`src/rtl/ring_pattern_decoder_if.sv`:
```
// ring_pattern_decoder_if
//   Groups the sample stream and the decoder status for ring_pattern_decoder.
//   Signals:
//     in_valid    - in_pat carries a sample this cycle (source -> decoder)
//     in_pat      - sampled ring pattern, WIDTH bits (source -> decoder)
//     clr_err     - synchronous clear of err_cnt (source -> decoder)
//     locked      - decoder is locked to the rotation sequence
//     phase       - phase index of the last accepted sample
//     phase_valid - phase is meaningful
//     err         - one-cycle pulse on a sequence error while locked
//     err_cnt     - saturating error count
//     state_dbg   - current FSM state (HUNT=0, CONFIRM=1, LOCKED=2)
//   Handshake: a sample is consumed on every rising clk edge where in_valid
//   is 1; there is no back-pressure, the decoder is always ready.
//   Modports: master = pattern source / bench, slave = decoder.
interface ring_pattern_decoder_if #(
    parameter int WIDTH   = 4,
    parameter int PHASE_W = 2,
    parameter int ERR_W   = 8
);
    logic               in_valid;
    logic [WIDTH-1:0]   in_pat;
    logic               clr_err;
    logic               locked;
    logic [PHASE_W-1:0] phase;
    logic               phase_valid;
    logic               err;
    logic [ERR_W-1:0]   err_cnt;
    logic [1:0]         state_dbg;

    modport master (
        output in_valid, in_pat, clr_err,
        input  locked, phase, phase_valid, err, err_cnt, state_dbg
    );

    modport slave (
        input  in_valid, in_pat, clr_err,
        output locked, phase, phase_valid, err, err_cnt, state_dbg
    );
endinterface

```
`src/rtl/ring_pattern_decoder.sv`:
```
// ring_pattern_decoder
//   Receive side of a rotating ring-counter pattern. Each valid sample is
//   looked up against every rotation of SEED, the decoder locks after
//   LOCK_COUNT consecutive correct steps, reports the phase index, and
//   flags / counts sequence errors seen while locked.
//   Ports:
//     clk - rising-edge clock
//     rst - synchronous, active-high reset
//     bus - ring_pattern_decoder_if.slave (sample in, status out)
//   All outputs are registered; they update on the edge that samples
//   in_valid=1 (latency 1). clr_err acts on any edge.
module ring_pattern_decoder #(
    parameter int               WIDTH      = 4,
    parameter logic [WIDTH-1:0] SEED       = 4'b1001,
    parameter int               PHASE_W    = 2,
    parameter int               LOCK_COUNT = 3,
    parameter int               ERR_W      = 8
) (
    input  logic                  clk,
    input  logic                  rst,
    ring_pattern_decoder_if.slave bus
);

    localparam logic [1:0] HUNT    = 2'd0;
    localparam logic [1:0] CONFIRM = 2'd1;
    localparam logic [1:0] LOCKED  = 2'd2;

    localparam logic [ERR_W-1:0] ERR_MAX = {ERR_W{1'b1}};

    logic [1:0]         state;
    logic [WIDTH-1:0]   last_pat;
    logic [3:0]         match_cnt;
    logic               locked_q;
    logic [PHASE_W-1:0] phase_q;
    logic               phase_valid_q;
    logic               err_q;
    logic [ERR_W-1:0]   err_cnt_q;

    logic               hit;
    logic [PHASE_W-1:0] hit_idx;
    logic [WIDTH-1:0]   exp_pat;
    logic               is_exp;
    logic               err_event;

    function automatic logic [WIDTH-1:0] rotr1(input logic [WIDTH-1:0] v);
        return {v[0], v[WIDTH-1:1]};
    endfunction

    // Parallel compare against all WIDTH rotations of SEED. Rotations are
    // distinct for a legal SEED, so at most one compare hits.
    always_comb begin
        logic [WIDTH-1:0] r;
        hit     = 1'b0;
        hit_idx = '0;
        r       = SEED;
        for (int k = 0; k < WIDTH; k++) begin
            if (bus.in_pat == r) begin
                hit     = 1'b1;
                hit_idx = PHASE_W'(k);
            end
            r = rotr1(r);
        end
    end

    assign exp_pat   = rotr1(last_pat);
    assign is_exp    = (bus.in_pat == exp_pat);
    assign err_event = bus.in_valid && (state == LOCKED) && !is_exp;

    always_ff @(posedge clk) begin
        if (rst) begin
            state         <= HUNT;
            last_pat      <= SEED;
            match_cnt     <= '0;
            locked_q      <= 1'b0;
            phase_q       <= '0;
            phase_valid_q <= 1'b0;
            err_q         <= 1'b0;
            err_cnt_q     <= '0;
        end else begin
            err_q <= err_event;

            if (bus.in_valid) begin
                case (state)
                    HUNT: begin
                        if (hit) begin
                            state         <= CONFIRM;
                            last_pat      <= bus.in_pat;
                            phase_q       <= hit_idx;
                            match_cnt     <= 4'd1;
                            phase_valid_q <= 1'b1;
                        end else begin
                            phase_valid_q <= 1'b0;
                        end
                    end

                    CONFIRM: begin
                        if (is_exp) begin
                            // exp is always a rotation, so hit_idx is the
                            // next phase modulo WIDTH.
                            last_pat  <= bus.in_pat;
                            phase_q   <= hit_idx;
                            match_cnt <= match_cnt + 4'd1;
                            if (match_cnt + 4'd1 == 4'(LOCK_COUNT)) begin
                                locked_q <= 1'b1;
                                state    <= LOCKED;
                            end
                        end else if (hit) begin
                            last_pat  <= bus.in_pat;
                            phase_q   <= hit_idx;
                            match_cnt <= 4'd1;
                        end else begin
                            state         <= HUNT;
                            match_cnt     <= '0;
                            phase_valid_q <= 1'b0;
                        end
                    end

                    LOCKED: begin
                        if (is_exp) begin
                            last_pat <= bus.in_pat;
                            phase_q  <= hit_idx;
                        end else begin
                            locked_q <= 1'b0;
                            if (hit) begin
                                state         <= CONFIRM;
                                last_pat      <= bus.in_pat;
                                phase_q       <= hit_idx;
                                match_cnt     <= 4'd1;
                                phase_valid_q <= 1'b1;
                            end else begin
                                state         <= HUNT;
                                match_cnt     <= '0;
                                phase_valid_q <= 1'b0;
                            end
                        end
                    end

                    default: begin
                        state         <= HUNT;
                        match_cnt     <= '0;
                        locked_q      <= 1'b0;
                        phase_valid_q <= 1'b0;
                    end
                endcase
            end

            // A clear that coincides with an error keeps that error.
            if (bus.clr_err) begin
                err_cnt_q <= err_event ? ERR_W'(1) : '0;
            end else if (err_event && (err_cnt_q != ERR_MAX)) begin
                err_cnt_q <= err_cnt_q + ERR_W'(1);
            end
        end
    end

    assign bus.locked      = locked_q;
    assign bus.phase       = phase_q;
    assign bus.phase_valid = phase_valid_q;
    assign bus.err         = err_q;
    assign bus.err_cnt     = err_cnt_q;
    assign bus.state_dbg   = state;

endmodule

```
`src/flat_wrapper.sv`:
```
// flat-port wrapper written by rule: the top's interface ports become plain ports
module ring_pattern_decoder_flat 
#(
    parameter int               WIDTH      = 4,
    parameter logic [WIDTH-1:0] SEED       = 4'b1001,
    parameter int               PHASE_W    = 2,
    parameter int               LOCK_COUNT = 3,
    parameter int               ERR_W      = 8
)
  (clk, rst, bus_in_valid, bus_in_pat, bus_clr_err, bus_locked, bus_phase, bus_phase_valid, bus_err, bus_err_cnt, bus_state_dbg);
  ring_pattern_decoder_if #(.WIDTH(WIDTH), .PHASE_W(PHASE_W), .ERR_W(ERR_W)) bus_i ();
  input  logic clk;
  input  logic rst;
  input wire logic [$bits(bus_i.in_valid)-1:0] bus_in_valid;
  input wire logic [$bits(bus_i.in_pat)-1:0] bus_in_pat;
  input wire logic [$bits(bus_i.clr_err)-1:0] bus_clr_err;
  output wire logic [$bits(bus_i.locked)-1:0] bus_locked;
  output wire logic [$bits(bus_i.phase)-1:0] bus_phase;
  output wire logic [$bits(bus_i.phase_valid)-1:0] bus_phase_valid;
  output wire logic [$bits(bus_i.err)-1:0] bus_err;
  output wire logic [$bits(bus_i.err_cnt)-1:0] bus_err_cnt;
  output wire logic [$bits(bus_i.state_dbg)-1:0] bus_state_dbg;
  assign bus_i.in_valid = bus_in_valid;
  assign bus_i.in_pat = bus_in_pat;
  assign bus_i.clr_err = bus_clr_err;
  assign bus_locked = bus_i.locked;
  assign bus_phase = bus_i.phase;
  assign bus_phase_valid = bus_i.phase_valid;
  assign bus_err = bus_i.err;
  assign bus_err_cnt = bus_i.err_cnt;
  assign bus_state_dbg = bus_i.state_dbg;
  ring_pattern_decoder #(.WIDTH(WIDTH), .SEED(SEED), .PHASE_W(PHASE_W), .LOCK_COUNT(LOCK_COUNT), .ERR_W(ERR_W)) u_core (.clk(clk), .rst(rst), .bus(bus_i));
endmodule
```
`config.mk`:
```
export PLATFORM = sky130hd
export DESIGN_NAME = ring_pattern_decoder_flat
export DESIGN_NICKNAME = d
export VERILOG_FILES = /design/src/rtl/ring_pattern_decoder_if.sv /design/src/rtl/ring_pattern_decoder.sv /design/src/flat_wrapper.sv
export SDC_FILE = /design/constraint.sdc
export NUM_CORES = 1
export LEC_CHECK = 0
export CORE_MARGIN = 2
export CORE_UTILIZATION = 40
export CTS_CLUSTER_DIAMETER = 40
export CTS_CLUSTER_SIZE = 40
export DETAILED_ROUTE_END_ITERATION = 16
export SYNTH_ARGS = -nofsm -noshare
export SYNTH_HDL_FRONTEND = slang
export SYNTH_SLANG_ARGS = --single-unit
```
`constraint.sdc`:
```
create_clock -name clk -period 4.7 [get_ports clk]
set_clock_uncertainty 0.2 [all_clocks]
set_input_delay 0.94 -clock clk [delete_from_list [all_inputs] [get_ports clk]]
set_output_delay 0.94 -clock clk [all_outputs]
set_load 0.01 [all_outputs]
```
---- Word level (Yosys, flattened, before mapping) ----
Index checks and enable logic that the tools add are counted.
word-level totals
  input bits .............................. 8
  output and inout port bits .............. 15
  register bits after elaboration ......... 23
cells by class
  equality and inequality tests ........... 17
  bitwise gates (word level) .............. 1
  multiplexer cells ....................... 37
  add/subtract/negate cells ............... 2
  reductions and logical operators ........ 13
operator list
  cell                                           count
  2-to-1 mux 4 bit                               5
  2-to-1 mux 2 bit                               9
  2-to-1 mux 8 bit                               2
  2-to-1 mux 1 bit                               15
  one-hot mux 4 bit (3 select lines)             1
  AND reduction 5 bit                            2
  adder 8 x 1 -> 8 bit, second input constant    1
  == test 4 x 2 -> 1 bit, second input constant  2
  == test 4 bit, second input constant           2
  != test 8 bit, second input constant           1
  one-hot mux 4 bit (2 select lines)             1
  != test 2 x 1 -> 1 bit, second input constant  3
  != test 2 bit, second input constant           3
  != test 3 bit, second input constant           2
  one-hot mux 1 bit (3 select lines)             2
  one-hot mux 2 bit (3 select lines)             1
  adder 4 x 1 -> 4 bit, second input constant    1
  == test 4 x 3 -> 1 bit, second input constant  1
  == test 4 bit                                  1
  one-hot mux 2 bit (2 select lines)             1
  AND reduction 4 bit                            1
  nonzero test 2 bit                             2
  logical AND 1 bit                              3
  AND reduction 3 bit                            1
  7 further kinds                                7

---- Depth between registers and ports, before layout ----
Gate-level depths: netlist of the first run.
  depth after elaboration ................. 8
  depth in mapped cells ................... 7
  gate-level depth less buffers ........... 7

---- Least setup slack after synthesis of the first run ----
Ideal clock, no wire load.
  path type ............................... input to register
  start point ............................. input port bus_in_pat[1]
  end point ............................... register u_core.match_cnt[1]
  arrival time ............................ 2,402 ps
  required time ........................... 4,430 ps
  path slack .............................. 2,027 ps
  stages on the path ...................... 6
  path through ............................ xor2_1 > or4_1 > buf_2 > nor3_4 > or3b_1 > a21oi_1
between the ends
  word-level cells in the longest chain between the ends .. 7
ends and longest elaborated chain
  what                              RTL line                     RTL
  start, declared                   flat_wrapper.sv:15           input wire logic [$bits(bus_i.in_pat)-1:0] bus_in_pat;
  == test 4 bit                     ring_pattern_decoder.sv:57   if (bus.in_pat == r) begin
  2-to-1 mux 1 bit (4 in series)    ring_pattern_decoder.sv:57
  != test 2 x 1 -> 1 bit (no line)  -
  AND reduction 3 bit (no line)     -
  end signal, assigned              ring_pattern_decoder.sv:102  match_cnt <= match_cnt + 4'd1;
  end, declared                     ring_pattern_decoder.sv:32   logic [3:0] match_cnt;
Several ways; a longest one is shown, not always the timed one.
A chain may end at the register's enable or synchronous reset.

---- Worst setup path in the final report of the first run ----
  start point ............................. input port bus_in_pat[1]
  end point ............................... register u_core.err_cnt_q[0], in the netlist u_core.bus.err_cnt[0]
between the ends
  word-level cells in the longest chain between the ends .. 5
ends and longest elaborated chain
  what                                                           RTL line                                                  RTL
  == test 4 bit (*)                                              ring_pattern_decoder.sv:66                                assign is_exp = (bus.in_pat == exp_pat);
  logical NOT 1 bit (*)                                          ring_pattern_decoder.sv:67                                assign err_event = bus.in_valid && (state == LOCKED) && !is_exp;
  logical AND 1 bit (*)                                          ring_pattern_decoder.sv:67
  2-to-1 mux 1 bit / logical AND 1 bit (equally long branches)   ring_pattern_decoder.sv:149, ring_pattern_decoder.sv:150
  2-to-1 mux 8 bit / nonzero test 2 bit (equally long branches)  -
  end signal, assigned                                           ring_pattern_decoder.sv:149                               err_cnt_q <= err_event ? ERR_W'(1) : '0;
  end signal, assigned                                           ring_pattern_decoder.sv:151                               err_cnt_q <= err_cnt_q + ERR_W'(1);
  end, declared                                                  ring_pattern_decoder.sv:37                                logic [ERR_W-1:0] err_cnt_q;
Mark *: on every way between the ends. The rest lies on a longest branch, timed or not.

==> results of run 1 <==
## registers in the layout (all words and copies together) (netlist names)
name                    count
u_core.bus.state_dbg        2
u_core.bus.phase            2
u_core.bus.err              1
u_core.last_pat             4
u_core.bus.phase_valid      1
u_core.bus.locked           1
u_core.match_cnt            4
u_core.bus.err_cnt          8
## worst paths after layout
path,slack (ns),to
setup / recovery,1.55,u_core.bus.err_cnt[0]
setup reg to reg,2.39,u_core.bus.err_cnt[0]
hold reg to reg,0.27,u_core.bus.phase_valid
hold / removal,0.27,u_core.bus.phase_valid
## cell usage in the layout, fill, tap and decap left out, drive strengths merged, types with 2 or more instances in the layout
cell type	instances
inv	6
nor3	5
and2	3
nor4	4
o21ai	10
or3b	2
nand2	11
a31oi	2
nand3b	2
a21oi	13
nor2b	2
clkbuf	3
nor2	13
dfxtp	23
or3	2
nand3	12
xor2	6
ha	7
xnor2	5
mux2i	5
clkdlybuf4s50	22
## cell families (layout without fill, tap and decap cells)
| logic type | count (synthesis) | in the layout | synth area share (%) |
|---|---|---|---|
| multiplexers | 5 | 5 | 3.78 |
| AND/OR/NAND/NOR | 65 | 65 | 27.7 |
| buffers and inverters | 10 | 32 | 2.93 |
| adder cells (fa/ha/maj) | 7 | 7 | 6.62 |
| XOR/XNOR | 11 | 11 | 7.28 |
| flip-flops | 23 | 23 | 34.8 |
| AO/OA/AOI/OAI | 35 | 35 | 16.8 |
## metrics by stage
step	area, um2	worst slack, ns	hold WS [ns]	cells	power (mW)
2_1_floorplan	1320	2.03	0.265	156	0.251
3_3_place_gp	1580	1.30	0.248	218	0.273
3_5_place_dp	1580	1.24	0.255	218	0.274
4_1_cts	1610	1.56	0.274	222	0.367
5_1_grt	1610	1.37	0.303	222	0.387
6_report	1610	1.55	0.270	222	0.363
## where the power goes
group          total (mW)  leakage, nW  internal [mW]  switching [mW]
logic              0.0640        0.334         0.0266          0.0374
registers           0.206        0.186          0.201         0.00511
clock network      0.0936       0.0177         0.0318          0.0618
## layer usage
layer / GRT usage, % / routed length [um] / vias to the layer above
met2: 27.8 / 1300 / 13
li1: - / - / 606
met4: 2.74 / 14 / 0
met3: 4.41 / 99 / 2
met5: 0 / 0 / -
met1: 22.6 / 1450 / 532
## cells in the mapped netlist, drive strengths merged (5+ instances only)
cell,instances
nand2,11
o21ai,10
nor3,5
a21oi,13
ha,7
xnor2,5
mux2i,5
nor2,13
nand3,12
xor2,6
inv,6
dfxtp,23
## layout make-up
| class | instances | area share [%] |
|---|---|---|
| sequential | 23 | 28.6 |
| timing repair buffer | 22 | 13.7 |
| tap | 44 | 3.42 |
| inverter | 6 | 1.40 |
| clock inverter | 1 | 0.311 |
| clock buffer | 3 | 1.40 |
| multi-input combinational | 123 | 51.2 |
## worst max-delay path, delay by kind of cell
family / cells / cell delay [ns]
XOR/XNOR: 1 / 0.16
AND/OR/NAND/NOR: 2 / 0.54
buffers and inverters: 1 / 0.59
AO/OA/AOI/OAI: 2 / 0.95
==> metrics, run 1 <==
worst reg2reg path depth 5; worst hold start u_core.bus.phase_valid; hold crit path type reg2reg; syn_nets 171; Worst EP arrival 3.18 ns; fin util 51.9%; synth top area cells dfxtp_1 (35%), ha_1 (6.6%), a21oi_1 (4.9%), nand3_1 (4.5%), xor2_1 (4.0%); register area share after synthesis 34.8%; Hold Violations, Final 0; area leader, netlist dfxtp_1; net total in the final layout 194; Post-synth EDFFs 0; Die Height 61.5 um; Setup Buffers After CTS 0; hold-fix buffers at CTS 0; Async S/R FF share, synth 0%; gr ovfl total 0; Slew Limit Fails 0; TritonRoute pass-1 iters 4; crit path max fanout 8; Placeable Area 3100 um2; worst hold stages 2; total number of vias 1153; Clock Path Buffers 2; setup TNS after final layout 0 ns; share of post-route cells with drive strength above 1 5.06%; Mapped Avg Cell Area 8.48 um2; storage element area 460 um2; Worst Setup SP bus_in_pat[1]; # setup viols final 0; post-route minimum period 3.15 ns; Tcrit/Tclk final 66.9%; die area 3780 um2; Initial Util 42.6%; Die W 61.5 um; drt total wl 2860 um; H-tree depth 1; VDD IR max 0.000109 V; Req. time, crit path 4.74 ns; first-pass GRT wire length 4790 um; initial antenna violation count 0; area of the multi-input gates 823 um2; largest net degree at the start of global routing 15; routed vias/inst 5.19; yosys warns 0; cells after synthesis 156; LEAKAGE 0.538 nW; Port Buf Inserts 22; worst r2r src u_core.last_pat[2]; critical path cell sequence clkdlybuf4s50_1, xor2_1, o41ai_2, nor2_1, or3b_1, a31oi_1; Residual DRC 0; n_diodes 0; Largest stage delay, worst path 0.77 ns; Setup CP Type in2reg; filler instances 338; clk sink count 23; vias in the first global route 1082; clock transition at the registers of the reported paths 0.13 ns; Root Buffer clkbuf_4; TritonCTS Buffers 3; MaxCap Viol Count 0; post-CTS sizing 0; clk_lat worst skew 0.31 ns; fmax 0.318 GHz; Synth Cell Area 1320 um2; Synth cell types 42; DR WL/cell 12.9 um; HPWL Detailed 2220 um; status completed; site row count 20; Total GRT Usage 16.9%; Slew HR 48.5%; CP endpoint kind register; Area Growth Syn to Fin 21.7%; ANT nets after route 0; Synth top area share 34.8%; GPL Wtd Cong 0.867; Slew @ Worst Pin 0.764 ns; Most used DFF post-synth dfxtp_1; slowest CP cell o41ai_2; Worst setup SP type input pin; CTS tree built; I/O pin count 23; DRT iter0 DRCs 52; Synth Register Bits 23; Power Dens Cells 226 nW/um2; RSZ-0062 raised after global routing no
No activity file was read; power rests on OpenSTA's default activity.
==> run 2, diff against run 1 <==
Clock period 4.7 ns to 3.2 ns, I/O delays scaled along.
==> run 2 against run 1 <==
Sequential cell count stayed put; non-clock buffer count is 4 higher; worst hold slack worse by 0.0021 ns; die area stayed put; core utilization is 0.93 points higher; via count is 3.3% higher; sequential power is 47% higher; setup slack worse by 1.1 ns; highest routed layer unchanged.
==> metrics, run 2 (synthesis results as in run 1) <==
status completed; post-CTS sizing 0 (unchanged); hold-fix buffers at CTS 0 (unchanged); largest net degree at the start of global routing 15 (unchanged); # setup viols final 0 (unchanged); die area 3780 um2 (unchanged); Tot Pwr 0.531 mW (+46%); slowest CP cell or4_1; Initial Util 42.6% (unchanged); Largest stage delay, worst path 0.67 ns (-0.10 ns); TritonRoute pass-1 iters 4 (unchanged); critical path cell sequence clkdlybuf4s50_1, xor2_1, or4_1, nor3_4, or3b_1, a21oi_1; Slew HR 65.5% (+17 points); RSZ-0062 raised after global routing no; hold crit path type reg2reg; filler instances 327 (-3.3%); CTS tree built; DR WL/cell 13.1 um (+1.4%); Residual DRC 0 (unchanged); Port Buf Inserts 22 (unchanged); Die W 61.5 um (unchanged); net total in the final layout 198 (+2.1%); Tcrit/Tclk final 86.9%; vias in the first global route 1118 (+3.3%); initial antenna violation count 0 (unchanged); number of flip-flops in the largest register 8 (unchanged); most frequent cells in the layout dfxtp_1 (23), clkdlybuf4s50_1 (22), nor2_1 (13), a21oi_1 (13), nand3_1 (12); n_diodes 0 (unchanged); Slew @ Worst Pin 0.515 ns (-0.248 ns); site row count 20 (unchanged); gr ovfl total 0 (unchanged); Setup CP Type in2reg; Area Growth Syn to Fin 23.8%; Placeable Area 3100 um2 (unchanged); Worst setup SP type input pin; MaxCap Viol Count 0 (unchanged); GPL Wtd Cong 0.924 (+6.5%); first-pass GRT wire length 5030 um (+5.1%); clk_lat worst skew 0.30 ns (about the same); clk sink count 23 (unchanged); most common cell after layout, fill and taps aside dfxtp_1; drt total wl 2950 um (+3.2%); total number of vias 1191 (+3.3%); DRT iter0 DRCs 83 (+60%); CP endpoint kind register; Hold Violations, Final 0 (unchanged); share of post-route cells with drive strength above 1 6.59% (+1.5 points); crit path max fanout 5 (-3); Req. time, crit path 3.23 ns (-1.51 ns); Total GRT Usage 17.9% (+0.98 points); H-tree depth 1 (unchanged); Worst EP arrival 2.81 ns (-0.37 ns); clock transition at the registers of the reported paths 0.12 ns (about the same); Non-Filler Instances 226 (+1.8%); VDD IR max 0.000226 V (+110%); fin util 52.8% (+0.93 points); HPWL Detailed 2220 um (about the same); dpl cells 222 (+1.8%); fmax 0.359 GHz; worst hold stages 2 (unchanged); Clock Path Buffers 2 (unchanged); setup TNS after final layout 0 ns (unchanged); ANT nets after route 0 (unchanged); routed vias/inst 5.27 (+1.5%); Die Height 61.5 um (unchanged); post-route minimum period 2.78 ns; worst reg2reg path depth 5 (unchanged); I/O pin count 23 (unchanged); Root Buffer clkbuf_4; Setup Buffers After CTS 0 (unchanged); final hold slack 0.268 ns (-0.00207 ns); TritonCTS Buffers 3 (unchanged); Power Dens Cells 324 nW/um2 (+43%); Slew Limit Fails 0 (unchanged); LEAKAGE 0.554 nW (+3.1%)
run 2: worst paths after layout:
kind                                from                      to  slack (ns)
hold / removal    u_core.bus.phase_valid  u_core.bus.phase_valid        0.27
setup reg to reg      u_core.last_pat[2]     u_core.match_cnt[1]        0.94
setup / recovery           bus_in_pat[0]     u_core.match_cnt[1]        0.42
hold reg to reg   u_core.bus.phase_valid  u_core.bus.phase_valid        0.27
run 2: power by group:
group | total, mW | internal [mW] | switching, mW
Combinational | 0.0986 | 0.0414 | 0.0571
Sequential | 0.302 | 0.295 | 0.00739
Clock | 0.130 | 0.0486 | 0.0815
run 2: layer usage:
layer | up-vias | share of wire, % | GRT usage (%)
li1 | 617 | - | -
met1 | 555 | 52 | 24.4
met2 | 15 | 44 | 28.1
met3 | 4 | 3.0 | 4.41
met4 | 0 | 0.91 | 4.86
met5 | - | 0 | 0
run 2: through the flow:
step	area [um2]	worst slack [ns]
global route	1640	0.340
global placement	1610	0.208
finish	1640	0.418
detailed placement	1610	0.153
CTS	1640	0.467
floorplan	1320	0.827
run 2: worst max-delay path: cells and delay by family:
family,cells,cell delay (ns)
xor gates and xnor gates,1,0.15
AOI/OAI and AO/OA,1,0.14
and+or+nand+nor,3,1.30
buffers and inverters,1,0.58
run 2: final cells by class:
cell class                      count  area, um2  area share, %
Clock buffer                        4       26.3           1.60
Inverter                            6       22.5           1.38
Multi-Input combinational cell    123        823           50.3
Sequential cell                    23        460           28.1
Tap cell                           44       55.1           3.36
Timing Repair Buffer               26        250           15.3
==> run 3, diff against run 2 <==
Settings changed: CORE_UTILIZATION 40 to 50, PLACE_DENSITY set to 0.76, SKIP_CTS_REPAIR_TIMING set to 1.
==> run 3 against run 2 <==
Non-clock buffer count increased by 3; power increased by 2.8%; highest routed layer unchanged; first-iteration DRC count decreased by 69%; final area increased by 0.38%; core utilization increased by 13 points; fmax increased by 3.8%; clock-buffer cell count decreased by 1; sequential power about the same; sequential cell count unchanged; worst hold slack improved by 0.021 ns; setup slack improved by 0.10 ns; combinational power about the same.
==> metrics, run 3 (synthesis results as in run 1) <==
hold crit path type reg2reg; clk sink count 23 (unchanged); most common cell after layout, fill and taps aside dfxtp_1; share of post-route cells with drive strength above 1 8.65% (+2.1 points); area of the multi-input gates 823 um2 (unchanged); n_diodes 0 (unchanged); net total in the final layout 201 (+1.5%); MaxCap Viol Count 0 (unchanged); Port Buf Inserts 22 (unchanged); DR WL/cell 14.5 um (+11%); ANT nets after route 0 (unchanged); Total GRT Usage 20.6% (+2.7 points); fmax 0.373 GHz (+3.8%); LEAKAGE 0.571 nW (+3.0%); slack of the critical path 0.520 ns (+0.102 ns); Req. time, crit path 3.25 ns (+0.02 ns); Residual DRC 0 (unchanged); Initial Util 52.9% (+10 points); post-route minimum period 2.68 ns (-0.102 ns); Area Growth Syn to Fin 24.3%; storage element area 460 um2 (unchanged); first-pass GRT wire length 5200 um (+3.3%); Finished Cell Area 1640 um2 (+0.38%); clk_lat worst skew 0.32 ns (+0.02 ns); Slew Limit Fails 0 (unchanged); drt total wl 3110 um (+5.4%); Slew HR 64.9% (-0.62 points); crit path max fanout 9 (+4); Placeable Area 2500 um2 (-19%); largest net degree at the start of global routing 15 (unchanged); Die W 55.4 um (-9.9%); sequential power share 55.5% (-1.4 points); Tot Pwr 0.545 mW (+2.8%); Setup CP Type in2reg; Clk pwr share 25.8% (+1.3 points); P_int 0.386 mW (+0.26%); TritonRoute pass-1 iters 4 (unchanged); Clock Path Buffers 2 (unchanged); routed vias/inst 5.82 (+11%); clock transition at the registers of the reported paths 0.13 ns (about the same); Worst EP arrival 2.73 ns (-0.08 ns); Power Dens Cells 332 nW/um2 (+2.4%); I/O pin count 23 (unchanged); site row count 18 (-10%); dpl ws 0.188 ns (+0.0345 ns); # setup viols final 0 (unchanged); gr ovfl total 0 (unchanged); dpl cells 211 (-5.0%); Tcrit/Tclk final 83.8% (-3.2 points); RSZ-0062 raised after global routing no; final hold slack 0.288 ns (+0.0205 ns); H-tree depth 1 (unchanged); DRT iter0 DRCs 26 (-69%); Root Buffer clkbuf_4; setup TNS after final layout 0 ns (unchanged); sw frac 29.3% (+1.8 points); Slew @ Worst Pin 0.525 ns (+0.00924 ns); TritonCTS Buffers 3 (unchanged); DP Area 1620 um2 (+0.31%); vias in the first global route 1182 (+5.7%); CTS tree built; Hold Violations, Final 0 (unchanged); status completed; fin util 65.8% (+13 points); sw power 0.160 mW (+9.5%); total number of vias 1252 (+5.1%); Comb power frac 18.7% (about the same); VDD IR max 0.000261 V (+16%); most frequent cells in the layout dfxtp_1 (23), clkdlybuf4s50_1 (22), nor2_1 (13), a21oi_1 (13), nand3_1 (12); Die Height 55.4 um (-9.9%); initial antenna violation count 0 (unchanged); CP endpoint kind register; number of flip-flops in the largest register 8 (unchanged); Non-Filler Instances 215 (-4.9%); filler instances 221 (-32%); GPL Wtd Cong 0.809 (-12%); Worst setup SP type input pin; die area 3070 um2 (-19%); HPWL Detailed 2350 um (+5.8%)
[run 3: worst paths after layout]
| check | start | end | slack (ns) | depth (start not counted) |
|---|---|---|---|---|
| hold / removal | u_core.bus.phase[1] | u_core.bus.phase[1] | 0.29 | 2 |
| hold reg to reg | u_core.bus.phase[1] | u_core.bus.phase[1] | 0.29 | 2 |
| setup / recovery | bus_in_pat[1] | u_core.match_cnt[1] | 0.52 | 7 |
| setup reg to reg | u_core.last_pat[2] | u_core.match_cnt[1] | 0.97 | 5 |
[run 3: power groups by stage]
stage               clock (mW)  sequential (mW)  combinational, mW
CTS                      0.142            0.303              0.101
detailed placement           0            0.309              0.101
global route             0.156            0.304              0.113
finish                   0.141            0.302              0.102
floorplan                    0            0.309             0.0604
global placement             0            0.308             0.0974
[run 3: cell type report]
cell class	count	area share, %
clock buffer	3	1.37
clock inverter	1	0.304
inverter	6	1.37
multi-input combinational	123	50.1
sequential	23	28.0
tap	30	2.28
timing repair buffer	29	16.6
[run 3: metal layers]
layer	share of wire, %	up-vias	track usage [%]	routed length (um)
li1	-	622	-	-
met1	46	589	26.6	1420
met2	48	37	35.7	1510
met3	4.8	4	2.34	150
met4	1.0	0	6.27	32
met5	0	-	0	0
[run 3: critical path, cell delays in order]
cell and delay, ns:
clkdlybuf4s50_1 0.50, xor2_1 0.31, nor4_2 0.10, buf_4 0.17, a221o_1 0.46, or3b_1 0.39
a21oi_1 0.16
